## config.mk

```make
export PLATFORM = sky130hd
export DESIGN_NAME = bind_kernel
export DESIGN_NICKNAME = d
export VERILOG_FILES = /design/src/rtl/bind_kernel.sv
export SDC_FILE = /design/constraint.sdc
export NUM_CORES = 1
export LEC_CHECK = 0
export CAP_MARGIN = 30
export CORE_UTILIZATION = 45
export CTS_BUF_LIST = sky130_fd_sc_hd__clkbuf_8
export CTS_CLUSTER_SIZE = 20
export DETAILED_ROUTE_END_ITERATION = 8
export PLACE_DENSITY = 0.68
export SETUP_SLACK_MARGIN = 0.02
export SYNTH_ARGS = -nofsm -noshare
export SYNTH_HDL_FRONTEND = slang
export SYNTH_SLANG_ARGS = --single-unit
```

## constraint.sdc

```tcl
create_clock -name clk -period 2.6 [get_ports clk]
set_input_delay 0.52 -clock clk [delete_from_list [all_inputs] [get_ports clk]]
set_output_delay 0.52 -clock clk [all_outputs]
set_load 0.005 [all_outputs]
```

## src/rtl/bind_kernel.sv

```systemverilog
// bind_kernel: compute-side responder of the mapper-to-kernel stream.
// Folds one word slice of each operand hypervector per accepted beat into a
// bound result (XOR, XNOR or rotate-then-XOR). It then holds that result on
// k_data_out with k_done high until the next bind starts.
//
// Ports:
//   clk        rising-edge clock
//   reset_n    synchronous active-low reset
//   k_valid    beat present on k_data_in
//   k_first    beat is the first operand of a new bind
//   k_last     beat is the final operand
//   k_data_in  operand word slice
//   k_mode     00 XOR, 01 XNOR, 10 permute-bind, 11 reserved (XOR + err)
//   err_clr    clears the sticky error flag
//   k_data_out bound result, valid while k_done=1
//   k_ready    kernel accepts a beat this cycle
//   k_done     result valid and held
//   err        sticky protocol/mode error
module bind_kernel #(
  parameter int HV_DATA_WIDTH = 32,
  parameter int ROT_AMOUNT    = 1,
  parameter int LATENCY       = 1
) (
  input  logic                     clk,
  input  logic                     reset_n,
  input  logic                     k_valid,
  input  logic                     k_first,
  input  logic                     k_last,
  input  logic [HV_DATA_WIDTH-1:0] k_data_in,
  input  logic [1:0]               k_mode,
  input  logic                     err_clr,
  output logic [HV_DATA_WIDTH-1:0] k_data_out,
  output logic                     k_ready,
  output logic                     k_done,
  output logic                     err
);

  typedef enum logic [1:0] {
    ST_IDLE  = 2'd0,
    ST_ACCUM = 2'd1,
    ST_BUSY  = 2'd2,
    ST_DONE  = 2'd3
  } state_t;

  localparam logic [1:0] MODE_XOR  = 2'b00;
  localparam logic [1:0] MODE_XNOR = 2'b01;
  localparam logic [1:0] MODE_PERM = 2'b10;
  localparam logic [1:0] MODE_RSVD = 2'b11;

  // BUSY lasts LATENCY-1 cycles, so the counter starts at LATENCY-2 and
  // DONE is entered on the cycle the counter reads zero.
  localparam logic [1:0] BUSY_LOAD = (LATENCY > 1) ? 2'(LATENCY - 2) : 2'd0;

  // Left-rotate by ROT_AMOUNT; the MSB wraps into the LSB.
  function automatic logic [HV_DATA_WIDTH-1:0] rotl(input logic [HV_DATA_WIDTH-1:0] a);
    logic [HV_DATA_WIDTH-1:0] r;
    r = '0;
    for (int i = 0; i < HV_DATA_WIDTH; i++) begin
      r[(i + ROT_AMOUNT) % HV_DATA_WIDTH] = a[i];
    end
    return r;
  endfunction

  // One fold step of the running accumulator with a new operand.
  function automatic logic [HV_DATA_WIDTH-1:0] fold(input logic [HV_DATA_WIDTH-1:0] acc,
                                                    input logic [HV_DATA_WIDTH-1:0] d,
                                                    input logic [1:0]               mode);
    logic [HV_DATA_WIDTH-1:0] r;
    case (mode)
      MODE_XNOR: r = ~(acc ^ d);
      MODE_PERM: r = rotl(acc) ^ d;
      default:   r = acc ^ d;
    endcase
    return r;
  endfunction

  state_t                   state_q, state_d;
  logic [HV_DATA_WIDTH-1:0] acc_q, acc_d;
  logic [HV_DATA_WIDTH-1:0] data_out_q, data_out_d;
  logic [1:0]               mode_q, mode_d;
  logic [1:0]               cnt_q, cnt_d;
  logic                     ready_q, ready_d;
  logic                     done_q, done_d;
  logic                     err_q, err_d;

  logic                     accept_s;
  logic                     start_s;
  logic                     finish_s;
  logic                     err_ev_s;
  logic [HV_DATA_WIDTH-1:0] final_s;

  // Next-state, datapath and registered-output decode.
  always_comb begin
    state_d    = state_q;
    acc_d      = acc_q;
    data_out_d = data_out_q;
    mode_d     = mode_q;
    cnt_d      = cnt_q;
    start_s    = 1'b0;
    finish_s   = 1'b0;
    err_ev_s   = 1'b0;
    accept_s   = k_valid & ready_q;
    // A single-operand bind passes its data through unmodified in every mode.
    final_s    = k_first ? k_data_in : fold(acc_q, k_data_in, mode_q);

    case (state_q)
      ST_IDLE, ST_DONE: begin
        if (accept_s && k_first) begin
          start_s = 1'b1;
        end else if (accept_s) begin
          // Stray non-first beat (e.g. a re-presented buffered word): ignored.
          err_ev_s = 1'b1;
        end else begin
          state_d = state_q;
        end
      end
      ST_ACCUM: begin
        if (accept_s && k_first) begin
          start_s  = 1'b1;
          err_ev_s = 1'b1;
        end else if (accept_s && k_last) begin
          finish_s = 1'b1;
        end else if (accept_s) begin
          acc_d = final_s;
        end else begin
          state_d = ST_ACCUM;
        end
      end
      ST_BUSY: begin
        if (cnt_q == 2'd0) begin
          state_d    = ST_DONE;
          data_out_d = acc_q;
        end else begin
          cnt_d = cnt_q - 2'd1;
        end
      end
      default: begin
        state_d = ST_IDLE;
      end
    endcase

    if (start_s) begin
      acc_d = k_data_in;
      if (k_mode == MODE_RSVD) begin
        mode_d   = MODE_XOR;
        err_ev_s = 1'b1;
      end else begin
        mode_d = k_mode;
      end
      if (k_last) begin
        finish_s = 1'b1;
      end else begin
        state_d = ST_ACCUM;
      end
    end else begin
      mode_d = mode_d;
    end

    if (finish_s) begin
      acc_d = final_s;
      if (LATENCY == 1) begin
        state_d    = ST_DONE;
        data_out_d = final_s;
      end else begin
        state_d = ST_BUSY;
        cnt_d   = BUSY_LOAD;
      end
    end else begin
      cnt_d = cnt_d;
    end

    ready_d = (state_d != ST_BUSY);
    done_d  = (state_d == ST_DONE);
    // A new error event in the same cycle as err_clr keeps err set.
    err_d   = err_ev_s | (err_q & ~err_clr);
  end

  // State and output registers with synchronous active-low reset.
  always_ff @(posedge clk) begin
    if (!reset_n) begin
      state_q    <= ST_IDLE;
      acc_q      <= '0;
      data_out_q <= '0;
      mode_q     <= MODE_XOR;
      cnt_q      <= 2'd0;
      ready_q    <= 1'b1;
      done_q     <= 1'b0;
      err_q      <= 1'b0;
    end else begin
      state_q    <= state_d;
      acc_q      <= acc_d;
      data_out_q <= data_out_d;
      mode_q     <= mode_d;
      cnt_q      <= cnt_d;
      ready_q    <= ready_d;
      done_q     <= done_d;
      err_q      <= err_d;
    end
  end

  assign k_data_out = data_out_q;
  assign k_ready    = ready_q;
  assign k_done     = done_q;
  assign err        = err_q;

endmodule
```

**Word level (Yosys, flattened, before mapping)**

Cells that the tools add are included.

- Input port bits: 40
- Word-level logic and storage cells: 72
- Register bits: 73

- Equality and inequality tests: 10
- $add $sub $neg: 1
- Reduce and logical (&&, ||, !) cells: 13
- Bitwise logic cells: 8
- Muxes and demuxes: 32

Operators with widths:

| cell | count |
|---|---|
| 32-bit 2-to-1 mux | 10 |
| 32-bit one-hot mux with 2 select lines | 1 |
| 32-bit bitwise XOR | 2 |
| 32-bit inverter | 1 |
| 2-bit 2-to-1 mux | 8 |
| 1-bit 2-to-1 mux | 11 |
| 2-bit == test (second input constant) | 5 |
| 3-bit != test (second input constant) | 2 |
| 2-bit one-hot mux with 3 select lines | 1 |
| 3-bit nonzero test | 2 |
| 2-bit by 1-bit == test with 1-bit output (second input constant) | 2 |
| 2-bit zero test | 2 |
| 2-bit AND reduction | 2 |
| 4-bit AND reduction | 1 |
| 2-bit nonzero test | 2 |
| 3-bit OR reduction | 1 |
| 1-bit bitwise AND | 2 |
| 1-bit logical AND | 2 |
| 2-bit != test (second input constant) | 1 |
| 1-bit inverter | 2 |
| 1-bit one-hot mux with 2 select lines | 1 |
| 2-bit OR reduction | 1 |
| 2-bit by 1-bit subtractor with 2-bit output (second input constant) | 1 |
| 1-bit bitwise OR | 1 |

**Longest topological paths before layout**

Gate-level depths: netlist of the first run.

- Word-level depth: 10
- Depth in mapped cells: 8
- Depth with buffers taken out: 6

**Worst setup path after synthesis of the first run**

OpenSTA, ideal clock, no wires.

- Kind: reg-to-reg
- Start: register mode_q[0]
- End: register data_out_q[20], in the netlist k_data_out[20]
- Required time: 2.472 ns
- Setup time: 0.128 ns
- Clock period less this slack: 1.854 ns
- Path slack: 0.746 ns
- Arrival time: 1.726 ns
- Stages on the path, launching flop included: 9
- Buffers on the path: 2
- Cell sequence: dfxtp_1 inv_1 ha_1 buf_2 clkbuf_1 a21oi_1 o21ai_0 a221oi_1 a21oi_2

- Word-level cells in the longest chain between the ends: 4

Ends and longest elaborated chain:

| item | RTL line | source |
|---|---|---|
| from (decl) | 80 | `logic [1:0] mode_q, mode_d;` |
| from (signal assigned) | 193 | `mode_q <= mode_d;` |
| 2-bit == test / 2-bit by 1-bit == test with 1-bit output (equally long branches) | 69 | `case (mode)` |
| 32-bit one-hot mux with 2 select lines * | 69 |  |
| 32-bit 2-to-1 mux * | 104 | `final_s = k_first ? k_data_in : fold(acc_q, k_data_in, mode_q);` |
| 32-bit 2-to-1 mux * | 159 | `if (finish_s) begin` |
| to (signal assigned) | 192 | `data_out_q <= data_out_d;` |
| to (decl) | 79 | `logic [HV_DATA_WIDTH-1:0] data_out_q, data_out_d;` |

Mark *: on every way between the ends. The rest lies on a longest branch, timed or not.
A chain may end at the register's enable or synchronous reset.

**Worst setup path in the final report of the first run**

- Start: register mode_q[0]
- End: register data_out_q[17], in the netlist k_data_out[17]

The elaborated chain is that of the path after synthesis.

==> results of run 1 <==
## stage by stage
step / util [%] / hold WS, ns / total power [mW]
finish: 56.8 / 0.506 / 3.38
global route: 56.8 / 0.557 / 3.56
CTS: 56.8 / 0.512 / 3.39
detailed placement: 55.4 / 0.505 / 2.60
global placement: 55.4 / 0.485 / 2.55
floorplan: - / 0.478 / 2.13
## logic make-up (layout without fill, tap and decap cells)
family | count (synthesis) | after routing | share of synthesized area [%]
mux | 34 | 34 | 7.50
fa+ha+maj | 6 | 6 | 1.48
simple gates | 96 | 96 | 16.1
xor+xnor | 1 | 1 | 0.173
compound gates | 302 | 302 | 40.5
flops | 73 | 73 | 28.8
buf+inv | 60 | 120 | 5.50
## worst max-delay path: stages, from the launching register on
cell      delay [ns]
dfxtp_1         0.37
inv_1           0.06
ha_1            0.48
buf_4           0.39
nand3b_1        0.16
o211ai_1        0.10
a221oi_1        0.47
a21oi_2         0.10
## cells in the final DEF, fill, tap and decap left out, drive strengths merged
cell,n
o21ai,130
a22oi,31
a21oi,68
buf,21
a221oi,31
o211ai,32
or3b,2
or2,1
nand2,6
inv,14
nor2b,2
clkdlybuf4s50,74
nand4b,1
nand3,3
clkbuf,11
a211oi,3
nor2,7
nor3,2
o22ai,1
a21o,2
nand2b,5
mux2,32
a32oi,1
nand3b,32
a31oi,2
mux2i,2
nor3b,33
o211a,1
ha,6
xnor2,1
dfxtp,73
or2b,1
and2,1
## path summary, 6_finish.rpt
kind / endpoint / depth (start not counted)
worst max-delay path: k_data_out[17] / 7
worst min-delay path: cnt_q[1] / 2
worst max register to register: k_data_out[17] / 7
worst min register to register: cnt_q[1] / 2
## metal layers
layer,part of all wire (%),up-vias
met4,1.6,0
met1,43,2353
met2,49,162
met5,0,-
met3,6.0,16
li1,-,2346
## sequential cells by signal, summed over array words and instances (netlist names)
register / flops
state_q: 2
cnt_q: 2
acc_q: 32
k_ready: 1
err: 1
k_data_out: 32
k_done: 1
mode_q: 2
## power groups by stage
stage,sequential [mW],clock (mW),combinational (mW)
3_5_place_dp,1.43,0,1.17
2_1_floorplan,1.39,0,0.734
6_report,1.41,0.802,1.17
5_1_grt,1.43,0.853,1.28
4_1_cts,1.40,0.817,1.17
3_3_place_gp,1.42,0,1.13
## final cells by class
cell class | count | area (µm²)
Tap cell | 140 | 175
Inverter | 11 | 41.3
Timing Repair Buffer | 95 | 1010
Clock inverter | 3 | 11.3
Multi-Input combinational cell | 439 | 3340
Sequential cell | 73 | 1460
Clock buffer | 11 | 151
Fill cell | 967 | 4700
==> results.tsv, run 1 <==
metric	value	unit
status	complete, no violations	
syn-num-nets	618	
r2r_slack	0.34	ns
placed_area	6030	µm²
stdcell_count	772	
first_pass_iters	5	
numPortBuffers	74	
ys_async_sr_fraction	0	%
yosys-top-cells-area	dfxtp_1 29%, o21ai_0 8.9%, nor3b_2 7.4%, mux2_2 7.1%, a221oi_2 5.6%	
finalSetupTns	0	ns
p_leak	1.90	nW
r2r-start	mode_q[0]	
yosys.cell_count.top_type	o21ai_0	
min_from	cnt_q[1]	
p_comb_share	34.6	%
busiest_layer	met2	
dominantRegCellSynth	dfxtp_1	
power_density	545	nW/µm²
rows	38	
synth_edf_count	0	
die_w	108	µm
synth_area	5070	µm²
netlist_instances	572	
synth_top_cell_area_share	28.8	%
seq_power_share	41.6	%
yosys.area.top_type	dfxtp_1	
ctsResizeCount	0	
cts_setup_buffers	0	
use_met2	44.4	%
clk_pin_slew_worst_paths	0.07	ns
finalSetupViolations	0	
endpoint_kind	register	
core_area	10900	µm²
drtIter0Drc	340	
maxSlewViolCount	0	
p_clk_share	23.7	%
worst_ep_required_time	2.84	ns
h-tree-depth	3	
antenna_found_initial	0	
min_period	2.26	ns
io_pins	75	
post-route-period-util	86.7	%
grt_max_degree	35	
start_util	46.6	%
yosysWarnings	0	
hold_buffers	0	
grt_usage	25.7	%
ys_top_cells_by_count	90 x o21ai_0, 73 x dfxtp_1, 40 x a21oi_1, 40 x o21ai_1	
fin_nets	675	
ys_seq_area_share	28.8	%
vias	4877	
dieArea	11700	µm²
clk-insertion-delay-late	0.36	ns
yosysUniqueCellTypes	42	
grt_pass1_vias	4644	
dp_hpwl	8.97	mm
use_met1	32.0	%
clock-root-buffer	clkbuf_8	
routed_wirelength	14.5	mm
final_area	6190	µm²
syn_avg_cell_area	8.87	µm²
synthToLayoutAreaGrowth	22.0	%
routed_via_density	6.32	
synth-seq-cells	73	
tightest_slew	0.520	ns
gp_congestion	0.817	
rsz0062_at_grt	false	
pre_cts_slack	0.280	ns
internal_power	2.24	mW
cp_max_fo	34	
switching_share	33.8	%
slew_headroom	65.4	%
dp.cells	758	
clock_sinks	73	
grt_overflow	0	
cts_tree	built	
diodes	0	
hold_viol	0	
grt_util_met3	3.44	%
drive_gt1_share	23.3	%
p_switching	1.14	mW
worst_clock_skew	0.00915	ns
grt_pass1_wl	23.4	mm
cp-startpoint	mode_q[0]	
fp.dieH	108	µm
setup_ws	0.345	ns
drcViolationCount	0	
vdd_drop_max	397	µV
wl_per_cell	18.8	µm
min-delay-path-class	register to register	
clockBufferDepth	2	
maxCapViolCount	0	
critPathArrivalTime	2.49	ns
drtAntennaViolNets	0	
crit_path_start_kind	register	
fmax	443	MHz
cts_made_buffers	9	
worstSetupPathType	register to register	
No activity file was read; power rests on OpenSTA's default activity.
==> inputs of run 2 (changes only) <==
--- a/config.mk
+++ b/config.mk
@@ -8,10 +8,10 @@
 export CAP_MARGIN = 30
 export CORE_UTILIZATION = 45
 export CTS_BUF_LIST = sky130_fd_sc_hd__clkbuf_8
+export CTS_CLUSTER_DIAMETER = 50
 export CTS_CLUSTER_SIZE = 20
 export DETAILED_ROUTE_END_ITERATION = 8
 export PLACE_DENSITY = 0.68
-export SETUP_SLACK_MARGIN = 0.02
 export SYNTH_ARGS = -nofsm -noshare
 export SYNTH_HDL_FRONTEND = slang
 export SYNTH_SLANG_ARGS = --single-unit
==> results of run 2 <==
No change in the layout: final DEF, timing and power equal those of run 1.
